$ cat src/rtl/cpu_run_ctrl.sv
// cpu_run_ctrl: run sequencer placed in front of the CPU top level.
// Accepts a program-run request (valid/ready), holds cpu_start high for
// START_CYCLES cycles, then counts RUN cycles until cpu_done, a timeout or an
// abort, and returns the cycle count and status over a second valid/ready pair.
//
// Ports:
//   clk, reset            : clock, synchronous active-high reset
//   req_valid/req_ready   : run request handshake, req_prog = program to run
//   abort                 : terminate the current run (ignored in REPORT)
//   cpu_start, cpu_prog   : CPU start/reset and program select (registered)
//   cpu_done              : CPU completion flag
//   rsp_valid/rsp_ready   : result handshake
//   rsp_cycles            : RUN cycles elapsed
//   rsp_status            : 00 done, 01 timeout, 10 aborted
//   rsp_prog              : program the result belongs to
//   busy                  : controller is not idle
//   stat_runs, stat_timeouts : saturating response counters, only present
//                              when RUN_CTRL_STATS_EN is defined
module cpu_run_ctrl #(
  parameter int START_CYCLES = 2,
  parameter int CNT_W        = 16,
  parameter int TIMEOUT      = 32'h0000_FFFF,
  parameter int PROG_W       = 2
) (
  input  logic              clk,
  input  logic              reset,
  input  logic              req_valid,
  output logic              req_ready,
  input  logic [PROG_W-1:0] req_prog,
  input  logic              abort,
  output logic              cpu_start,
  output logic [PROG_W-1:0] cpu_prog,
  input  logic              cpu_done,
  output logic              rsp_valid,
  input  logic              rsp_ready,
  output logic [CNT_W-1:0]  rsp_cycles,
  output logic [1:0]        rsp_status,
  output logic [PROG_W-1:0] rsp_prog,
  output logic              busy
`ifdef RUN_CTRL_STATS_EN
  ,
  output logic [CNT_W-1:0]  stat_runs,
  output logic [CNT_W-1:0]  stat_timeouts
`endif
);

  localparam int SC_W = (START_CYCLES > 1) ? $clog2(START_CYCLES) : 1;
  localparam logic [SC_W-1:0]  START_LOAD   = SC_W'(START_CYCLES - 1);
  localparam logic [SC_W-1:0]  SC_ZERO      = {SC_W{1'b0}};
  localparam logic [SC_W-1:0]  SC_ONE       = {{(SC_W-1){1'b0}}, 1'b1};
  localparam logic [CNT_W-1:0] CNT_ZERO     = {CNT_W{1'b0}};
  localparam logic [CNT_W-1:0] CNT_ONE      = {{(CNT_W-1){1'b0}}, 1'b1};
  localparam logic [CNT_W-1:0] TIMEOUT_LAST = CNT_W'(TIMEOUT - 1);
  localparam logic [CNT_W-1:0] TIMEOUT_CNT  = CNT_W'(TIMEOUT);

  localparam logic [1:0] ST_DONE    = 2'b00;
  localparam logic [1:0] ST_TIMEOUT = 2'b01;
  localparam logic [1:0] ST_ABORT   = 2'b10;

  typedef enum logic [1:0] {
    S_IDLE   = 2'd0,
    S_START  = 2'd1,
    S_RUN    = 2'd2,
    S_REPORT = 2'd3
  } state_t;

  state_t             state_r, state_nx_s;
  logic [SC_W-1:0]    start_cnt_r, start_cnt_nx_s;
  logic [CNT_W-1:0]   cycle_cnt_r, cycle_cnt_nx_s;
  logic               cpu_start_nx_s;
  logic [PROG_W-1:0]  cpu_prog_nx_s;
  logic               rsp_valid_nx_s;
  logic [CNT_W-1:0]   rsp_cycles_nx_s;
  logic [1:0]         rsp_status_nx_s;
  logic [PROG_W-1:0]  rsp_prog_nx_s;

  // Handshake-facing status: the only combinational outputs.
  assign req_ready = (state_r == S_IDLE) && !reset;
  assign busy      = (state_r != S_IDLE);

  // Next-state and next-output logic for the run sequencer.
  always_comb begin
    state_nx_s      = state_r;
    start_cnt_nx_s  = start_cnt_r;
    cycle_cnt_nx_s  = cycle_cnt_r;
    cpu_start_nx_s  = cpu_start;
    cpu_prog_nx_s   = cpu_prog;
    rsp_valid_nx_s  = rsp_valid;
    rsp_cycles_nx_s = rsp_cycles;
    rsp_status_nx_s = rsp_status;
    rsp_prog_nx_s   = rsp_prog;
    case (state_r)
      S_IDLE: begin
        if (req_valid && req_ready) begin
          cpu_prog_nx_s  = req_prog;
          rsp_prog_nx_s  = req_prog;
          start_cnt_nx_s = START_LOAD;
          cpu_start_nx_s = 1'b1;
          state_nx_s     = S_START;
        end else begin
          state_nx_s = S_IDLE;
        end
      end
      S_START: begin
        // cpu_done is deliberately not looked at here: the CPU is still in reset.
        if (abort) begin
          cpu_start_nx_s  = 1'b0;
          rsp_valid_nx_s  = 1'b1;
          rsp_status_nx_s = ST_ABORT;
          rsp_cycles_nx_s = CNT_ZERO;
          state_nx_s      = S_REPORT;
        end else if (start_cnt_r == SC_ZERO) begin
          cpu_start_nx_s = 1'b0;
          cycle_cnt_nx_s = CNT_ZERO;
          state_nx_s     = S_RUN;
        end else begin
          start_cnt_nx_s = start_cnt_r - SC_ONE;
        end
      end
      S_RUN: begin
        // Priority abort > done > timeout; done on the last allowed cycle wins.
        if (abort) begin
          rsp_valid_nx_s  = 1'b1;
          rsp_status_nx_s = ST_ABORT;
          rsp_cycles_nx_s = cycle_cnt_r;
          state_nx_s      = S_REPORT;
        end else if (cpu_done) begin
          rsp_valid_nx_s  = 1'b1;
          rsp_status_nx_s = ST_DONE;
          rsp_cycles_nx_s = cycle_cnt_r;
          state_nx_s      = S_REPORT;
        end else if (cycle_cnt_r == TIMEOUT_LAST) begin
          rsp_valid_nx_s  = 1'b1;
          rsp_status_nx_s = ST_TIMEOUT;
          rsp_cycles_nx_s = TIMEOUT_CNT;
          state_nx_s      = S_REPORT;
        end else begin
          cycle_cnt_nx_s = cycle_cnt_r + CNT_ONE;
        end
      end
      S_REPORT: begin
        // rsp_valid is always high here, so rsp_ready alone completes the handshake.
        if (rsp_ready) begin
          rsp_valid_nx_s = 1'b0;
          state_nx_s     = S_IDLE;
        end else begin
          state_nx_s = S_REPORT;
        end
      end
      default: begin
        cpu_start_nx_s = 1'b0;
        rsp_valid_nx_s = 1'b0;
        state_nx_s     = S_IDLE;
      end
    endcase
  end

  // State and registered-output update with synchronous reset.
  always_ff @(posedge clk) begin
    if (reset) begin
      state_r     <= S_IDLE;
      start_cnt_r <= SC_ZERO;
      cycle_cnt_r <= CNT_ZERO;
      cpu_start   <= 1'b0;
      cpu_prog    <= {PROG_W{1'b0}};
      rsp_valid   <= 1'b0;
      rsp_cycles  <= CNT_ZERO;
      rsp_status  <= ST_DONE;
      rsp_prog    <= {PROG_W{1'b0}};
    end else begin
      state_r     <= state_nx_s;
      start_cnt_r <= start_cnt_nx_s;
      cycle_cnt_r <= cycle_cnt_nx_s;
      cpu_start   <= cpu_start_nx_s;
      cpu_prog    <= cpu_prog_nx_s;
      rsp_valid   <= rsp_valid_nx_s;
      rsp_cycles  <= rsp_cycles_nx_s;
      rsp_status  <= rsp_status_nx_s;
      rsp_prog    <= rsp_prog_nx_s;
    end
  end

`ifdef RUN_CTRL_STATS_EN
  localparam logic [CNT_W-1:0] CNT_MAX = {CNT_W{1'b1}};
  logic rsp_fire_s;
  assign rsp_fire_s = rsp_valid && rsp_ready;

  // Saturating counters of completed responses and of timeouts among them.
  always_ff @(posedge clk) begin
    if (reset) begin
      stat_runs     <= CNT_ZERO;
      stat_timeouts <= CNT_ZERO;
    end else if (rsp_fire_s) begin
      if (stat_runs != CNT_MAX) begin
        stat_runs <= stat_runs + CNT_ONE;
      end
      if ((rsp_status == ST_TIMEOUT) && (stat_timeouts != CNT_MAX)) begin
        stat_timeouts <= stat_timeouts + CNT_ONE;
      end
    end
  end
`endif

endmodule
$ cat config.mk
export PLATFORM = sky130hd
export DESIGN_NAME = cpu_run_ctrl
export DESIGN_NICKNAME = d
export VERILOG_FILES = /design/src/rtl/cpu_run_ctrl.sv
export SDC_FILE = /design/constraint.sdc
export NUM_CORES = 1
export LEC_CHECK = 0
export CELL_PAD_IN_SITES_DETAIL_PLACEMENT = 2
export CELL_PAD_IN_SITES_GLOBAL_PLACEMENT = 2
export CORE_AREA = 2 2 105 66
export CTS_CLUSTER_DIAMETER = 60
export DETAILED_ROUTE_END_ITERATION = 7
export DIE_AREA = 0 0 107 68
export PLACE_DENSITY = 0.79
export RECOVER_POWER = 25
export SETUP_SLACK_MARGIN = 0.5
export SLEW_MARGIN = 20
export SYNTH_ARGS = -nofsm -noshare
export SYNTH_HDL_FRONTEND = slang
export SYNTH_SLANG_ARGS = --single-unit
export TNS_END_PERCENT = 10
$ cat constraint.sdc
create_clock -name clk -period 3.6 [get_ports clk]
set_input_delay 0.72 -clock clk [delete_from_list [all_inputs] [get_ports clk]]
set_output_delay 0.72 -clock clk [all_outputs]
set_load 0.05 [all_outputs]
* After elaboration in Yosys (flattened, before gate mapping)
Cells that the tools add are included.
Word-level totals: bits of input ports 8, output and inout port bits 26, logic and storage cells 76, flip-flop bits (word level) 41
Operators by class: $add $sub $neg 2, mux-type cells 37, reduce and logical (&&, ||, !) cells 15, equality and inequality tests 14
Operators with widths (number):
- 16-bit two-way mux | 9
- 16-bit one-hot mux with 2 select lines | 2
- 2-bit two-way mux | 10
- 16-bit by 1-bit adder with 16-bit output, second input constant | 1
- 16-bit == test, second input constant | 1
- 2-bit != test, second input constant | 7
- 1-bit two-way mux | 11
- 3-bit AND reduction | 3
- 2-bit one-hot mux with 4 select lines | 1
- 6-bit AND reduction | 1
- 2-bit nonzero test | 3
- 2-bit == test, second input constant | 2
- 4-bit != test, second input constant | 1
- 1-bit one-hot mux with 2 select lines | 2
- 2-bit one-hot mux with 2 select lines | 1
- 2-bit AND reduction | 2
- 4-bit AND reduction | 1
- 3-bit != test, second input constant | 1
- 1-bit one-hot mux with 3 select lines | 1
- 3-bit nonzero test | 1
- 2-bit by 1-bit == test with 1-bit output, second input constant | 1
- 1-bit logical AND | 2
- 2-bit zero test | 1
- 2-bit by 1-bit != test with 1-bit output, second input constant | 1
- 2 further kinds | 2

* Depth between registers and ports, before layout
depth after elaboration 5, mapped depth 8, depth with buffers taken out 7

* Worst setup path after synthesis
OpenSTA, ideal clock, no wires.
path type input port to output port, start in reset, end out req_ready, setup slack 899 ps, stages on the path 4, arrival 1981 ps, buffers on the path 3, data required time 2880 ps, path through clkbuf_1 clkbuf_1 buf_1 nor2_1
Between the ends: longest elaborated chain between the ends 2
Ends and longest elaborated chain:
- start, declared | line 26 | input logic reset,
- 1-bit zero test | line 78 | assign req_ready = (state_r == S_IDLE) && !reset;
- 1-bit logical AND | line 78
- end, declared | line 28 | output logic req_ready,
No other way between the ends.

* Worst setup path after layout
start reg cycle_cnt_r[1], end reg rsp_status[0]
Between the ends: longest elaborated chain between the ends 3
Ends and longest elaborated chain:
- start, declared | line 69 | logic [CNT_W-1:0] cycle_cnt_r, cycle_cnt_nx_s;
- start signal, assigned | line 173 | cycle_cnt_r <= cycle_cnt_nx_s;
- 16-bit == test | line 132 | end else if (cycle_cnt_r == TIMEOUT_LAST) begin
- 4-bit != test (no line)
- 3-bit AND reduction (no line)
- end signal, assigned | line 178 | rsp_status <= rsp_status_nx_s;
- end, declared | line 37 | output logic [1:0] rsp_status,
No other way between the ends. A chain may end at the register's enable or synchronous reset.

==> flow_summary.toml <==
[setup_path]
endpoint = "rsp_status[0]"
worst-endpoint-arrival_ns = 3.12
critPathLaunchType = "flip-flop"
cp_data_required_time_ns = 3.85
endpoint_kind = "flip-flop"
worst_r2r_endpoint = "rsp_status[0]"
crit_start = "cycle_cnt_r[1]"
timing.reg2reg.worst_path_depth = 6
crit-reg2reg-launch = "cycle_cnt_r[1]"
setup.worst_path.class = "flip-flop to flip-flop"
timing.reg2reg.setup_slack_ns = 0.73
critPathMaxFanout = 17

[drt]
drcViolationCount = 0
viasPerCell = 5.48
postRouteWirelength_mm = 6.53
drt-initial-drc-count = 131
detailroute.via_count = 1984
avgRoutedWirePerCell_um = 18.0
detail_route.first_pass.iterations = 4
antenna_left = 0

[yosys]
post_synth.cell_area_avg_um2 = 8.28
synth-warning-count = 0
ys_seq_elements = 41
syn_nets = 256
netlist_instances = 246
seq_area_frac_synth = 0.403
synth_cell_type_count = 47
postSynth.asyncResetShare = 0
most_common_flop_cell_mapped_by_yosys = "sky130_fd_sc_hd__dfxtp_1"
count_of_flip_flops_with_a_built_in_enable_after_synthesis = 0
post_synth_instance_area_um2 = 2040

[grt]
grt_pass1_vias = 1954
globalRouteOverflowTotal = 0
grt_max_degree = 47
grt_antenna_before_repair = 0
grt_first_pass_wirelength_mm = 10.5
grt_use_total = 0.189

[sta]
setup_viol_count_final = 0
timing.setup.tns_ns = 0
grt_setup_unrepaired = "false"
worst_slew_margin_rel = 0.259
post-route-worst-setup-slack_ns = 0.734
final_max_slew_viol_count = 0
period_share = 0.796
timing.final.crit_period_ns = 2.87
finalHoldViolCount = 0
worst_slew_pin_slew_ns = 1.10
setup_skew_ns = 0.0136
maxClockFrequency_mhz = 349

[power_and_ir_drop]
power.density_nw_per_um2 = 502
pwr-share-comb = 0.321
leakagePower_nw = 0.804
p_int_mw = 0.760
sequentialPowerShare = 0.425
total_net_switching_power_mw = 0.483
part_of_the_power_in_the_clock_network = 0.253
power_switching_share = 0.388
max-vdd-ir-drop_uv = 187

[finish]
fin_nets = 284
layout.cells.most_common_list = "sky130_fd_sc_hd__dfxtp_1, sky130_fd_sc_hd__a21oi_1, sky130_fd_sc_hd__nand2_1, sky130_fd_sc_hd__clkdlybuf4s50_1, sky130_fd_sc_hd__o21a_1"
layout-drive-gt1-share = 0.0764
post-route-util = 0.385
layout.cells.most_common = "sky130_fd_sc_hd__dfxtp_1"
insertedDiodeCount = 0
area_growth_syn_to_layout_pct = 21.4

[clock_tree]
ctsResizeCount = 0
clock-root-buffer = "sky130_fd_sc_hd__clkbuf_8"
ctsLongestPathBuffers = 2
clk_sinks = 41
cts_setup_buffers = 0
cts.reportedPaths.clkPinSlew_ns = 0.09
tritoncts_buffer_count = 5
postCtsHoldBufs = 0
htree_num_levels = 2
clkLatencyLatePin_ns = 0.31
cts_tree = "yes"

[flow_run]
timing.max_cap.violations = 0

[worst_hold_path]
path_type_of_the_worst_min_delay_path = "flip-flop to flip-flop"

[placement]
globalplace.congestion = 0.854
io_buffers = 33
pre_cts_slack_ns = 0.819
hpwl_mm = 4.71

[run_status]
run_status = "finished clean"

[die]
boundaryPins = 34
starting_utilization_of_the_core_area = 0.317
die_width_um = 107
core_area_um2 = 6420
die_height_um = 68
rows = 23
fp.dieArea_um2 = 7280
## cell type report
type	instances	area, µm²
Clock buffer	5	68.8
Clock inverter	3	17.5
Fill cell	738	3940
Inverter	5	18.8
Multi-Input combinational cell	184	1080
Sequential cell	41	821
Tap cell	87	109
Timing Repair Buffer	37	354
## registers in the layout (all words and copies together) (netlist names)
name         cells
cpu_start        1
cycle_cnt_r     16
rsp_cycles      16
rsp_prog         2
rsp_status       2
rsp_valid        1
start_cnt_r      1
state_r          2
## stage by stage
stage | std cells | instance area, µm² | hold WS, ns | total power, mW
floorplan | 246 | 2040 | 0.485 | 0.817
global placement | 354 | 2420 | 0.450 | 0.936
detailed placement | 354 | 2420 | 0.457 | 0.945
CTS | 362 | 2500 | 0.477 | 1.26
global route | 362 | 2470 | 0.490 | 1.30
finish | 362 | 2470 | 0.464 | 1.24
## cell families after synthesis
family | count (synthesis) | share of synthesized area
fa+ha+maj | 2 | 0.0123
simple gates | 99 | 0.267
flops | 41 | 0.403
compound gates | 81 | 0.254
buf+inv | 21 | 0.0516
mux | 2 | 0.0123
## worst max-delay path, stage by stage (launching register included)
cell	delay [ns]
sky130_fd_sc_hd__dfxtp_1	0.46
sky130_fd_sc_hd__ha_1	0.21
sky130_fd_sc_hd__nand4_1	0.19
sky130_fd_sc_hd__nor4_1	0.98
sky130_fd_sc_hd__nor3_1	0.27
sky130_fd_sc_hd__o21ai_4	0.50
sky130_fd_sc_hd__o21a_1	0.18
## power groups by stage
stage               logic [mW]  clock network, mW  registers (mW)
floorplan                0.162                  0           0.655
global route             0.425              0.345           0.535
detailed placement       0.405                  0           0.540
CTS                      0.407              0.323           0.530
global placement         0.399                  0           0.537
finish                   0.400              0.315           0.529
## synth_stat cells (2+ instances only)
master / instances / area [µm²]
sky130_fd_sc_hd__o21a_1: 17 / 128
sky130_fd_sc_hd__or3_1: 4 / 25.0
sky130_fd_sc_hd__inv_1: 5 / 18.8
sky130_fd_sc_hd__a21oi_2: 2 / 17.5
sky130_fd_sc_hd__nand3_1: 11 / 55.1
sky130_fd_sc_hd__nand3b_1: 4 / 30.0
sky130_fd_sc_hd__nand2b_1: 2 / 12.5
sky130_fd_sc_hd__o311ai_0: 2 / 17.5
sky130_fd_sc_hd__nand2_1: 29 / 109
sky130_fd_sc_hd__clkbuf_1: 6 / 22.5
sky130_fd_sc_hd__nand4_2: 2 / 25.0
sky130_fd_sc_hd__nor2_1: 16 / 60.1
sky130_fd_sc_hd__nor3_2: 2 / 20.0
sky130_fd_sc_hd__ha_1: 2 / 25.0
sky130_fd_sc_hd__dfxtp_1: 41 / 821
sky130_fd_sc_hd__o41ai_1: 2 / 17.5
sky130_fd_sc_hd__a21oi_1: 34 / 170
sky130_fd_sc_hd__nor2b_1: 5 / 31.3
sky130_fd_sc_hd__o21ai_0: 7 / 35.0
sky130_fd_sc_hd__nand4_1: 4 / 25.0
sky130_fd_sc_hd__or4_1: 2 / 15.0
sky130_fd_sc_hd__buf_1: 3 / 11.3
sky130_fd_sc_hd__o21ai_1: 5 / 25.0
sky130_fd_sc_hd__buf_4: 2 / 15.0
sky130_fd_sc_hd__nor3b_1: 4 / 30.0
sky130_fd_sc_hd__a211oi_1: 4 / 30.0
sky130_fd_sc_hd__buf_2: 3 / 15.0
sky130_fd_sc_hd__nor3_1: 6 / 30.0
sky130_fd_sc_hd__buf_6: 2 / 22.5
## per-layer routing
metal / track usage / vias to the layer above / wire, µm
met5: 0 / - / 0
met4: 0.0487 / 0 / 70
met3: 0.0495 / 6 / 245
met2: 0.288 / 35 / 2780
met1: 0.266 / 992 / 3430
li1: - / 951 / -
## worst min path at each step
stage,cells past startpoint,endpoint,startpoint
3_3_place_gp,1,rsp_cycles[13],rsp_cycles[13]
3_5_place_dp,1,rsp_cycles[13],rsp_cycles[13]
2_1_floorplan,2,start_cnt_r,start_cnt_r
4_1_cts,1,rsp_cycles[1],rsp_cycles[1]
5_1_grt,1,rsp_cycles[8],rsp_cycles[8]
6_report,1,rsp_cycles[1],rsp_cycles[1]
Note: power is estimated with default switching activity, not from simulation.
